==> src/rtl/ser_xmt_arb.sv <==
// Round-robin arbiter feeding one serial transmitter, one byte in flight at a time.
// Optional clear-to-send gating is compiled in with `define XMT_CTS_EN.
module ser_xmt_arb #(
    parameter int NREQ = 4,
    parameter int PW   = 2
) (
    input  logic               clk,
    input  logic               rst,
`ifdef XMT_CTS_EN
    input  logic               cts,
`endif
    input  logic [NREQ-1:0]    req_valid,
    input  logic [8*NREQ-1:0]  req_data,
    output logic [NREQ-1:0]    req_ready,
    output logic               sr_load,
    output logic [7:0]         parallel_in,
    input  logic               sr_empty,
    output logic               busy,
    output logic [PW-1:0]      last_src,
    output logic [15:0]        tx_cnt
);

    localparam logic [1:0] IDLE      = 2'd0;
    localparam logic [1:0] LOAD      = 2'd1;
    localparam logic [1:0] WAIT_BUSY = 2'd2;
    localparam logic [1:0] WAIT_DONE = 2'd3;

    logic [1:0]        state;
    logic [PW-1:0]     ptr;
    logic              cts_s;
    logic              found;
    logic [PW-1:0]     g;
    logic [PW:0]       g_sum;
    logic [2*NREQ-1:0] dbl;
    logic [NREQ-1:0]   rot;
    logic [8*NREQ-1:0] data_sh;
    logic              xfer;

`ifdef XMT_CTS_EN
    logic cts_m;

    always_ff @(posedge clk) begin
        if (rst) begin
            cts_m <= 1'b0;
            cts_s <= 1'b0;
        end else begin
            cts_m <= cts;
            cts_s <= cts_m;
        end
    end
`else
    assign cts_s = 1'b1;
`endif

    // Rotate valid so bit 0 is the requester at ptr, then take the first set bit.
    always_comb begin
        dbl   = {req_valid, req_valid} >> ptr;
        rot   = dbl[NREQ-1:0];
        found = 1'b0;
        g_sum = '0;
        for (int k = 0; k < NREQ; k++) begin
            if (!found && rot[k]) begin
                found = 1'b1;
                g_sum = {1'b0, ptr} + (PW+1)'(k);
                if (g_sum >= (PW+1)'(NREQ))
                    g_sum = g_sum - (PW+1)'(NREQ);
            end
        end
        g = g_sum[PW-1:0];
    end

    // Handshake: req_ready is one-hot and only offered in IDLE with the transmitter
    // empty; a byte moves on any cycle where req_valid[i] & req_ready[i].
    always_comb begin
        req_ready = '0;
        if (!rst && state == IDLE && sr_empty && cts_s && found)
            req_ready = NREQ'(1) << g;
    end

    assign xfer    = |(req_valid & req_ready);
    assign data_sh = req_data >> {g, 3'b000};

    always_ff @(posedge clk) begin
        if (rst) begin
            state       <= IDLE;
            sr_load     <= 1'b0;
            parallel_in <= 8'h00;
            busy        <= 1'b0;
            last_src    <= '0;
            tx_cnt      <= 16'd0;
            ptr         <= '0;
        end else begin
            case (state)
                IDLE: begin
                    if (xfer) begin
                        parallel_in <= data_sh[7:0];
                        sr_load     <= 1'b1;
                        busy        <= 1'b1;
                        last_src    <= g;
                        tx_cnt      <= tx_cnt + 16'd1;
                        ptr         <= (g == PW'(NREQ-1)) ? '0 : g + PW'(1);
                        state       <= LOAD;
                    end
                end
                LOAD: begin
                    sr_load <= 1'b0;
                    state   <= WAIT_BUSY;
                end
                // sr_empty may still read 1 here; never reload until it has dropped.
                WAIT_BUSY: begin
                    if (!sr_empty)
                        state <= WAIT_DONE;
                end
                WAIT_DONE: begin
                    if (sr_empty) begin
                        busy  <= 1'b0;
                        state <= IDLE;
                    end
                end
                default: state <= IDLE;
            endcase
        end
    end

endmodule

==> config.mk <==
export PLATFORM = sky130hd
export DESIGN_NAME = ser_xmt_arb
export DESIGN_NICKNAME = d
export VERILOG_FILES = /design/src/rtl/ser_xmt_arb.sv
export SDC_FILE = /design/constraint.sdc
export NUM_CORES = 1
export LEC_CHECK = 0
export ABC_AREA = 1
export CAP_MARGIN = 20
export CORE_MARGIN = 2
export CORE_UTILIZATION = 47
export DETAILED_ROUTE_END_ITERATION = 10
export PLACE_DENSITY = 0.8
export SYNTH_ARGS = -nofsm -noshare
export SYNTH_HDL_FRONTEND = slang
export SYNTH_SLANG_ARGS = --single-unit
==> constraint.sdc <==
create_clock -name clk -period 3.2 [get_ports clk]
set_input_delay 0.64 -clock clk [delete_from_list [all_inputs] [get_ports clk]]
set_output_delay 0.64 -clock clk [all_outputs]
set_load 0.05 [all_outputs]
==> results.md <==
Global route:
- The first global-routing pass estimated 9.27 mm of wire.
- The total global-route track usage is 21.4%.
- The number of antenna violations at the first check in global routing was 0.
- The maximum number of pins on one net before global-route repair is 29.
- The number of global-route vias before repair was 2180.
- The total overflow left after global routing is 0.

Setup path:
- Traced cell by cell, the critical path runs through clkdlybuf4s50_1, inv_1, nand2_4, nand3_2, nand2_4, inv_2, o21ai_2, nand2_1, nand2_2, nand2_2, inv_2, ha_1, nand3_1, inv_2, buf_12.
- The nature of the critical path endpoint is a primary output.
- On the worst path, the slowest cell contributes a delay of 0.51 ns.
- In this run the worst path has a maximum fanout of 3.
- The startpoint of the lowest-slack register-to-register path is ptr[0].
- STA puts the critical path data arrival time at 2.45 ns.
- The startpoint-to-endpoint class of the critical path is in -> out.
- At the worst endpoint, the required time is 2.56 ns.
- In this run the worst setup path begins at req_valid[2].
- The family with the most delay on the worst path is buffers and inverters.
- For this design, the slowest cell found on the critical path is clkdlybuf4s50_1.
- The number of buffers and inverters on the critical path is 6.
- The library cell appearing most often on the critical path is inv_2.
- The worst setup path is launched from an input port.

Status:
- The flow ran to the end, and the final reports show no timing, DRC or antenna violations.

STA:
- Once routing completed, OpenROAD measured the worst setup slack at 0.111 ns.
- At the pin with the least slew margin, the transition time is 0.532 ns.
- The fmax is 324 MHz.
- The final max-slew violation count is 0.
- The shortest clock period the worst path allows after layout is 3.09 ns.
- The worst pin sits at a relative slew slack of 64.5%.
- The number of endpoints with negative hold slack in the final report is 0.
- For the final routed database, the setup TNS stands at 0 ns.
- Setup violations remaining at the end of the flow were counted as 0.
- In the finished design, the share of the clock period the worst path needs comes to 96.5%.
- The clock skew after layout is 0.00722 ns.

Die:
- The placement row count is 25.
- The starting density of the core is 48.5%.
- The floorplan die height is 73.8 um.
- The die area is 5450 um2.
- The number of top-level pins is 71.
- The floorplan step set the die width to 73.8 um.
- In this run the standard cell core region covers 4720 um2.

Pwr:
- IR analysis of the VDD net gives a maximum drop of 0.490 mV.
- The power density relative to cell area is 868 nW/um2.
- The cell leakage power is 0.00136 uW.

Placed design:
- The HPWL after detailed placement is 4.21 mm.
- The setup slack after placement is -0.0238 ns.
- The number of placed instances, taps included, is 472.
- Input and output buffers added on the ports amount to 70.
- At the end of routability-driven placement, the weighted congestion stood at 0.877.

Route:
- The mean number of vias per cell is 4.96.
- For this block, the routed nets add up to 5.69 mm of wire.
- In the final routed layout, each cell accounts on average for 11.8 um.
- In this run the remaining antenna-violating nets after routing total 0.
- The number of vias in the routed layout is 2386.
- Before antenna repair, the detailed router went through 4 iterations.
- The post-detailed-route DRC marker count is 0.
- After the first detailed-routing iteration, the DRC count stood at 163.

Synth:
- In this run the cell area of the synthesized design comes to 2290 um2.
- The Yosys step of the flow raised 0 warnings.
- The number of distinct library cells after synthesis is 32.
- In this run, synthesis produced a sequential element count of 32.
- In the synthesized netlist, the number of instances is 338.
- The average cell area after synthesis is 6.78 um2.
- The net count after synthesis is 384.
- The post-synthesis sequential area ratio is 28.0%.

Clocking:
- The number of CTS-inserted buffers is 5.
- The deepest clock path buffer count is 2.
- Clock-pin slew was measured on the worst setup and hold paths at 0.07 ns.
- The clock tree from TritonCTS is done.
- The root buffer cell chosen for the clock tree is clkbuf_8.
- The number of buffers inserted for hold repair after clock tree synthesis is 0.
- For the worst-skew pair, the clock arrives at the later sink with an insertion delay of 0.28 ns.
- The clock sink count is 32.
- In this run the number of H-tree levels came out at 2.

Run:
- Max-cap violations in this run came to 0.

Final layout:
- The share of layout cells above drive strength 1 is 17.1%.
- Once layout is complete, the cells apart from fillers number 481.
- The area growth from synthesis to layout is 40.2%.
- At the end of the flow the core is filled with cells to 68.0%.
- 0 antenna diodes ended up in the layout.
- Counting the fill cells in the layout gives 402.
- The net count of the finished layout is 459.

Worst hold path:
- The worst hold-check path type is reg -> reg.
- The startpoint identified for the worst hold timing path is last_src[0].
[cell usage in the layout (no fill, tap or decap), drive strengths merged, types with 2 or more instances in the layout]
| master | synthesis | routed |
|---|---|---|
| o211ai | 2 | 2 |
| clkbuf | 0 | 5 |
| ha | 7 | 7 |
| nand2 | 85 | 85 |
| buf | 11 | 13 |
| clkdlybuf4s50 | 0 | 64 |
| xnor2 | 2 | 2 |
| xor2 | 2 | 2 |
| dfxtp | 32 | 32 |
| nand4 | 4 | 4 |
| a21oi | 33 | 33 |
| o21ai | 24 | 24 |
| inv | 41 | 41 |
| nor2 | 49 | 49 |
| nand3 | 35 | 35 |
| nor3 | 9 | 9 |
[cells in the mapped netlist]
cell      number  area share (%)
nor3_1         9             2.0
nor2_2         3            0.82
inv_8          1            0.49
dfxtp_1       32              28
a21oi_4        1            0.71
nor2_4         2            0.98
buf_1          1            0.16
buf_12         3             2.6
o211ai_4       1            0.93
nand3_4        1            0.76
buf_2          3            0.66
inv_1         36             5.9
xor2_1         2            0.76
nand2_1       70              11
inv_2          4            0.66
a21oi_1       25             5.5
nor4_1         1            0.27
nand4_1        4             1.1
and3_1         1            0.27
o21ai_1       10             2.2
o211ai_2       1            0.55
buf_6          2            0.98
nand3_1       25             5.5
buf_4          2            0.66
a21oi_2        7             2.7
xnor2_1        2            0.76
nand2_4        3             1.5
nor2_1        44             7.2
nand3_2        9             3.9
nand2_2       12             3.3
o21ai_0       14             3.1
ha_1           7             3.8
[final cells by class]
type                       count  area [um2]  area share [%]
clock inverter                 3        42.5            1.32
multi-input combinational    254        1390            43.4
inverter                      41         161            5.03
tap                           67        83.8            2.61
timing repair buffer          79         822            25.6
sequential                    32         641            19.9
clock buffer                   5        68.8            2.14
[stage by stage]
step	total power [uW]	cell area, um2	hold slack [ns]
after floorplan	1950	2300	0.472
after global placement	2340	3080	0.452
after detailed placement	2360	3080	0.466
after CTS	2750	3190	0.463
after global routing	3010	3210	0.507
final	2790	3210	0.463
[kinds of logic after synthesis]
| kind of cell | count (synthesis) | share of synthesized area, % |
|---|---|---|
| adders and majority gates | 7 | 3.82 |
| xor gates and xnor gates | 4 | 1.53 |
| buffers and inverters | 52 | 12.1 |
| DFF | 32 | 28.0 |
| AOI/OAI and AO/OA | 59 | 15.6 |
| and+or+nand+nor | 184 | 39.0 |
[power by group]
group          switching, uW  internal (uW)  leakage [uW]
Combinational           1170            658       0.00105
Clock                    151            230     0.0000541
Sequential              90.5            489      0.000260
Total                   1410           1380       0.00136
[state kept, by name, summed over array words and instances (netlist names)]
register and cells:
sr_load 1, tx_cnt 16, parallel_in 8, state 2, busy 1, last_src 2, ptr 2
[what timing repair did]
item	CTS	global route
endpoints found under the setup margin	1	1
pin swaps	0	2
gates resized for setup	1	6
setup buffers	0	1
hold endpoints to repair	0	0
[metal layers]
metal / up-vias / wire, um / global-route usage (%)
met1: 1067 / 2450 / 25.7
met3: 7 / 298 / 3.84
met4: 0 / 69 / 5.45
li1: 1250 / - / -
met5: - / 0 / 0
met2: 62 / 2870 / 38.9
[worst min-delay path, cell delays in order (launching register included)]
cell	delay [ns]
dfxtp_1	0.31
nand2_1	0.06
a21oi_1	0.05
[final timing paths]
check | end | slack (ns) | cells past startpoint
worst max-delay path | req_ready[3] | 0.11 | 15
worst min-delay path | last_src[0] | 0.46 | 2
worst max register to register | tx_cnt[0] | 0.47 | 17
worst min register to register | last_src[0] | 0.46 | 2
Note: power is estimated with default switching activity, not from simulation.
